### src/rtl/div_reconstructor.sv
// Pipelined dividend rebuilder: dividend = quotient * divisor + remainder.
// Shift-add, one divisor bit per stage, one operation per clock, fixed latency of DIVISOR_W.
module div_reconstructor #(
    parameter int DIVISOR_W  = 16,
    parameter int DIVIDEND_W = 32
) (
    input  logic                  clk,
    input  logic                  reset,
    input  logic                  valid_in,
    input  logic [DIVIDEND_W-1:0] quotient,
    input  logic [DIVISOR_W-1:0]  divisor,
    input  logic [DIVIDEND_W-1:0] remainder,
    output logic                  valid_out,
    output logic [DIVIDEND_W-1:0] dividend,
    output logic                  overflow,
    output logic                  rem_err
);

    localparam int ACC_W = DIVIDEND_W + DIVISOR_W;

    // Index 0 is the accept register; index k holds partial sums of divisor bits below k.
    logic [ACC_W-1:0]      r_acc  [DIVISOR_W];
    logic [DIVIDEND_W-1:0] r_q    [DIVISOR_W];
    logic [DIVISOR_W-1:0]  r_d    [DIVISOR_W];
    logic                  r_rerr [DIVISOR_W];
    logic                  r_vld  [DIVISOR_W];

    logic [ACC_W-1:0]      w_sum  [DIVISOR_W];

    always_comb begin
        for (int k = 0; k < DIVISOR_W; k++) begin
            w_sum[k] = r_acc[k];
            if (r_d[k][k]) begin
                w_sum[k] = r_acc[k] + (ACC_W'(r_q[k]) << k);
            end
        end
    end

    always_ff @(posedge clk or negedge reset) begin
        if (!reset) begin
            for (int k = 0; k < DIVISOR_W; k++) begin
                r_acc[k]  <= '0;
                r_q[k]    <= '0;
                r_d[k]    <= '0;
                r_rerr[k] <= 1'b0;
                r_vld[k]  <= 1'b0;
            end
            valid_out <= 1'b0;
            dividend  <= '0;
            overflow  <= 1'b0;
            rem_err   <= 1'b0;
        end else begin
            r_vld[0] <= valid_in;
            if (valid_in) begin
                r_acc[0]  <= ACC_W'(remainder);
                r_q[0]    <= quotient;
                r_d[0]    <= divisor;
                r_rerr[0] <= (remainder >= DIVIDEND_W'(divisor));
            end
            for (int k = 1; k < DIVISOR_W; k++) begin
                r_vld[k] <= r_vld[k-1];
                if (r_vld[k-1]) begin
                    r_acc[k]  <= w_sum[k-1];
                    r_q[k]    <= r_q[k-1];
                    r_d[k]    <= r_d[k-1];
                    r_rerr[k] <= r_rerr[k-1];
                end
            end
            // The last divisor bit is folded into the output register to keep latency at DIVISOR_W.
            valid_out <= r_vld[DIVISOR_W-1];
            if (r_vld[DIVISOR_W-1]) begin
                dividend <= w_sum[DIVISOR_W-1][DIVIDEND_W-1:0];
                overflow <= |w_sum[DIVISOR_W-1][ACC_W-1:DIVIDEND_W];
                rem_err  <= r_rerr[DIVISOR_W-1];
            end
        end
    end

endmodule

### config.mk
export PLATFORM = sky130hd
export DESIGN_NAME = div_reconstructor
export DESIGN_NICKNAME = d
export VERILOG_FILES = /design/src/rtl/div_reconstructor.sv
export SDC_FILE = /design/constraint.sdc
export NUM_CORES = 2
export LEC_CHECK = 0
export BUFFER_PORTS_ARGS = -buffer_cell sky130_fd_sc_hd__buf_2
export CORE_UTILIZATION = 64
export DETAILED_ROUTE_END_ITERATION = 12
export PLACE_DENSITY = 0.9
export SYNTH_ARGS = -nofsm -noshare
export SYNTH_HDL_FRONTEND = slang
export SYNTH_SLANG_ARGS = --single-unit
### constraint.sdc
create_clock -name clk -period 4.3 [get_ports clk]
set_input_delay 0.43 -clock clk [delete_from_list [all_inputs] [get_ports clk]]
set_output_delay 0.43 -clock clk [all_outputs]
set_load 0.03 [all_outputs]
==> out/metrics.cfg <==
[sta]
fin_skew_ns=0.0422
rsz0062_at_grt=no
tightest_slew_ns=1.32
finalCriticalPeriod_ns=3.98
tns_ns=0
hold_violations=0
worst_slack_ns=0.319
fmax_mhz=251
fin_crit_sh_pct=92.6
finalSetupViolations=0
slew_headroom_pct=11.1
drv_slew=0

[placed_design]
hpwl_um=137000
io_buffers=117
pre_cts_ws_ns=0.277
gp_congestion=0.947

[global_routing]
grt_max_degree=156
antenna_found_initial=7
grt_use_total_pct=32.7
gr-total-overflow=0
grt_pass1_vias=62100
grt_pass1_wl_um=327000

[drt]
vias=60300
drc=0
drt-initial-drc-count=5396
drt_first_pass_iters=6
wl_per_cell_um=21.6
ant_nets=0
routed_wl_um=200000
avgViaCountPerCell=6.53

[floorplanning]
fp-row-count=127
core_area_um2=121000
ios=118
start_util_pct=64.8
die_h_um=352
die-area_um2=124000
die_x_um=352

[final_layout]
final_common_cell=dfrtp_1
final_nets=8133
drive_gt1_share_pct=17.8
area.growth.synth_to_final_pct=10.4
layout_common_cells=dfrtp_1, mux2_2, a21oi_1

[synth]
async_flop_share_pct=100
avgSynthCellArea_um2=10.5
synth_flop_cell=dfrtp_1
yosys_warnings=0
synth_nets=8039
synthDistinctLibCells=86
syn_inst=7412
seq_area_frac_synth_pct=43.1
synthesis.area_um2=78200
ys_seq_elements=1347
synth_edf_count=0

[run]
drv_cap=0

[setup_path]
worstSetupPathType=reg2reg
critPathArrivalTime_ns=4.65
crit_required_ns=4.97
worstSetupEndpointType=flop
cp_max_fo=5
start_kind=flop

[clock_tree]
root_buffer=clkbuf_16
cts_setup_buffers=0
htreeDepth=4
clk_path_buf_depth=3
cts.clk_slew.worst_paths_ns=0.06
clk_latency_ns=0.80
cts_buffers=142
tritoncts=built
clock_sinks=1347

[pwr]
p_leak_nw=37.9
vdd_drop_max_v=0.000542
p_per_area_nw_per_um2=916

[status]
status=complete, no violations

[min_path]
hp-class=in2reg

## per-layer routing
| layer | up-vias | wire length [µm] | global-route usage [%] |
|---|---|---|---|
| met4 | 2 | 8770 | 14.8 |
| met5 | - | 13 | 0 |
| met3 | 683 | 10800 | 5.01 |
| met1 | 30100 | 79300 | 40.3 |
| li1 | 27300 | - | - |
| met2 | 2207 | 101000 | 56.7 |
## through the flow
stage	area (µm²)	std cells	util [%]	hold slack (ns)	power, mW
global route	86300	9238	71.6	0.0892	84.2
finish	86300	9239	71.6	0.106	79.1
CTS	86300	9235	71.6	0.0409	78.4
floorplan	78200	7412	-	0.134	53.9
detailed placement	80500	8893	66.8	0.478	64.0
global placement	80500	8893	66.8	0.466	61.8
## power breakdown
group	internal [mW]	switching (mW)	leakage [nW]
Clock	7.66	5.44	2.45
Combinational	19.5	23.5	20.0
Sequential	17.7	5.28	15.5
## final cells by class
cell class	count	area (µm²)
Multi-Input combinational cell	5583	42700
Fill cell	7701	34300
Sequential cell	1347	33800
Clock buffer	205	4160
Timing Repair Buffer	270	2250
Tap cell	1612	2020
Clock inverter	56	847
Inverter	162	608
Antenna cell	4	10.0
## worst max-delay path, cell delays in order (launching register included)
cell and delay [ns]:
dfrtp_1 0.42, ha_1 0.40, a21oi_1 0.12, nor2b_1 0.25
nor4_1 0.09, buf_4 0.16, o31ai_1 0.85, o21ai_1 0.29
a31oi_1 0.40, a311oi_1 0.24, o21ai_0 0.28, xnor2_1 0.11
o21ai_0 0.26
## state kept, by name, summed over array words and instances, names as in the netlist, 16 cells and up
| signal | cells |
|---|---|
| r_q | 512 |
| r_d | 136 |
| dividend | 32 |
| r_vld | 16 |
| r_acc | 632 |
| r_rerr | 16 |
## path summary, 6_finish.rpt
kind | from | endpoint | slack [ns] | cells past startpoint
max | r_q[323] | r_acc[468] | 0.32 | 12
min | valid_in | r_vld[15] | 0.11 | 1
max reg2reg | r_q[323] | r_acc[468] | 0.32 | 12
min reg2reg | r_d[94] | r_d[78] | 0.50 | 1
max in group asynchronous | reset | r_d[30] | 2.69 | 3
min in group asynchronous | reset | r_acc[511] | 0.25 | 2
## synth_stat cells (all sizes together), types with 13 or more instances
| master | count | share of area [%] |
|---|---|---|
| xnor2 | 297 | 3.3 |
| a221oi | 20 | 0.28 |
| a21o | 248 | 2.4 |
| nor3 | 87 | 0.56 |
| nand3b | 45 | 0.43 |
| nor2b | 108 | 0.86 |
| a311o | 18 | 0.23 |
| a211oi | 50 | 0.51 |
| ha | 528 | 8.4 |
| mux2i | 362 | 4.6 |
| o211ai | 46 | 0.44 |
| nand3 | 140 | 0.90 |
| buf | 76 | 0.37 |
| nand2b | 29 | 0.23 |
| inv | 161 | 0.77 |
| nand4 | 52 | 0.42 |
| mux2 | 854 | 12 |
| a2111oi | 14 | 0.19 |
| nor4 | 14 | 0.11 |
| o21bai | 85 | 0.82 |
| fa | 16 | 0.41 |
| o311ai | 16 | 0.18 |
| xor2 | 101 | 1.1 |
| clkbuf | 244 | 1.2 |
| nor2 | 676 | 3.2 |
| a41oi | 13 | 0.17 |
| o221ai | 14 | 0.16 |
| and2 | 20 | 0.16 |
| or3 | 33 | 0.26 |
| a31oi | 101 | 0.84 |
| nand2 | 264 | 1.3 |
| o21ai | 231 | 1.5 |
| o21a | 59 | 0.57 |
| dfrtp | 1347 | 43 |
| a21oi | 810 | 5.2 |
| and3 | 39 | 0.31 |
| o31ai | 26 | 0.25 |
## kinds of logic after synthesis
family | after synthesis | share of synthesized area (%)
compound gates | 1861 | 15.0
simple gates | 1564 | 9.36
flops | 1347 | 43.1
mux | 1216 | 16.9
fa+ha+maj | 544 | 8.86
buf+inv | 482 | 2.32
xor+xnor | 398 | 4.46
## repair_timing
item / in CTS / in global routing
setup endpoints to repair: 0 / 1
gates resized for setup: 0 / 1
hold buffers: 81 / 0
endpoints found under the hold margin: 157 / 0
No activity file was read; power rests on OpenSTA's default activity.
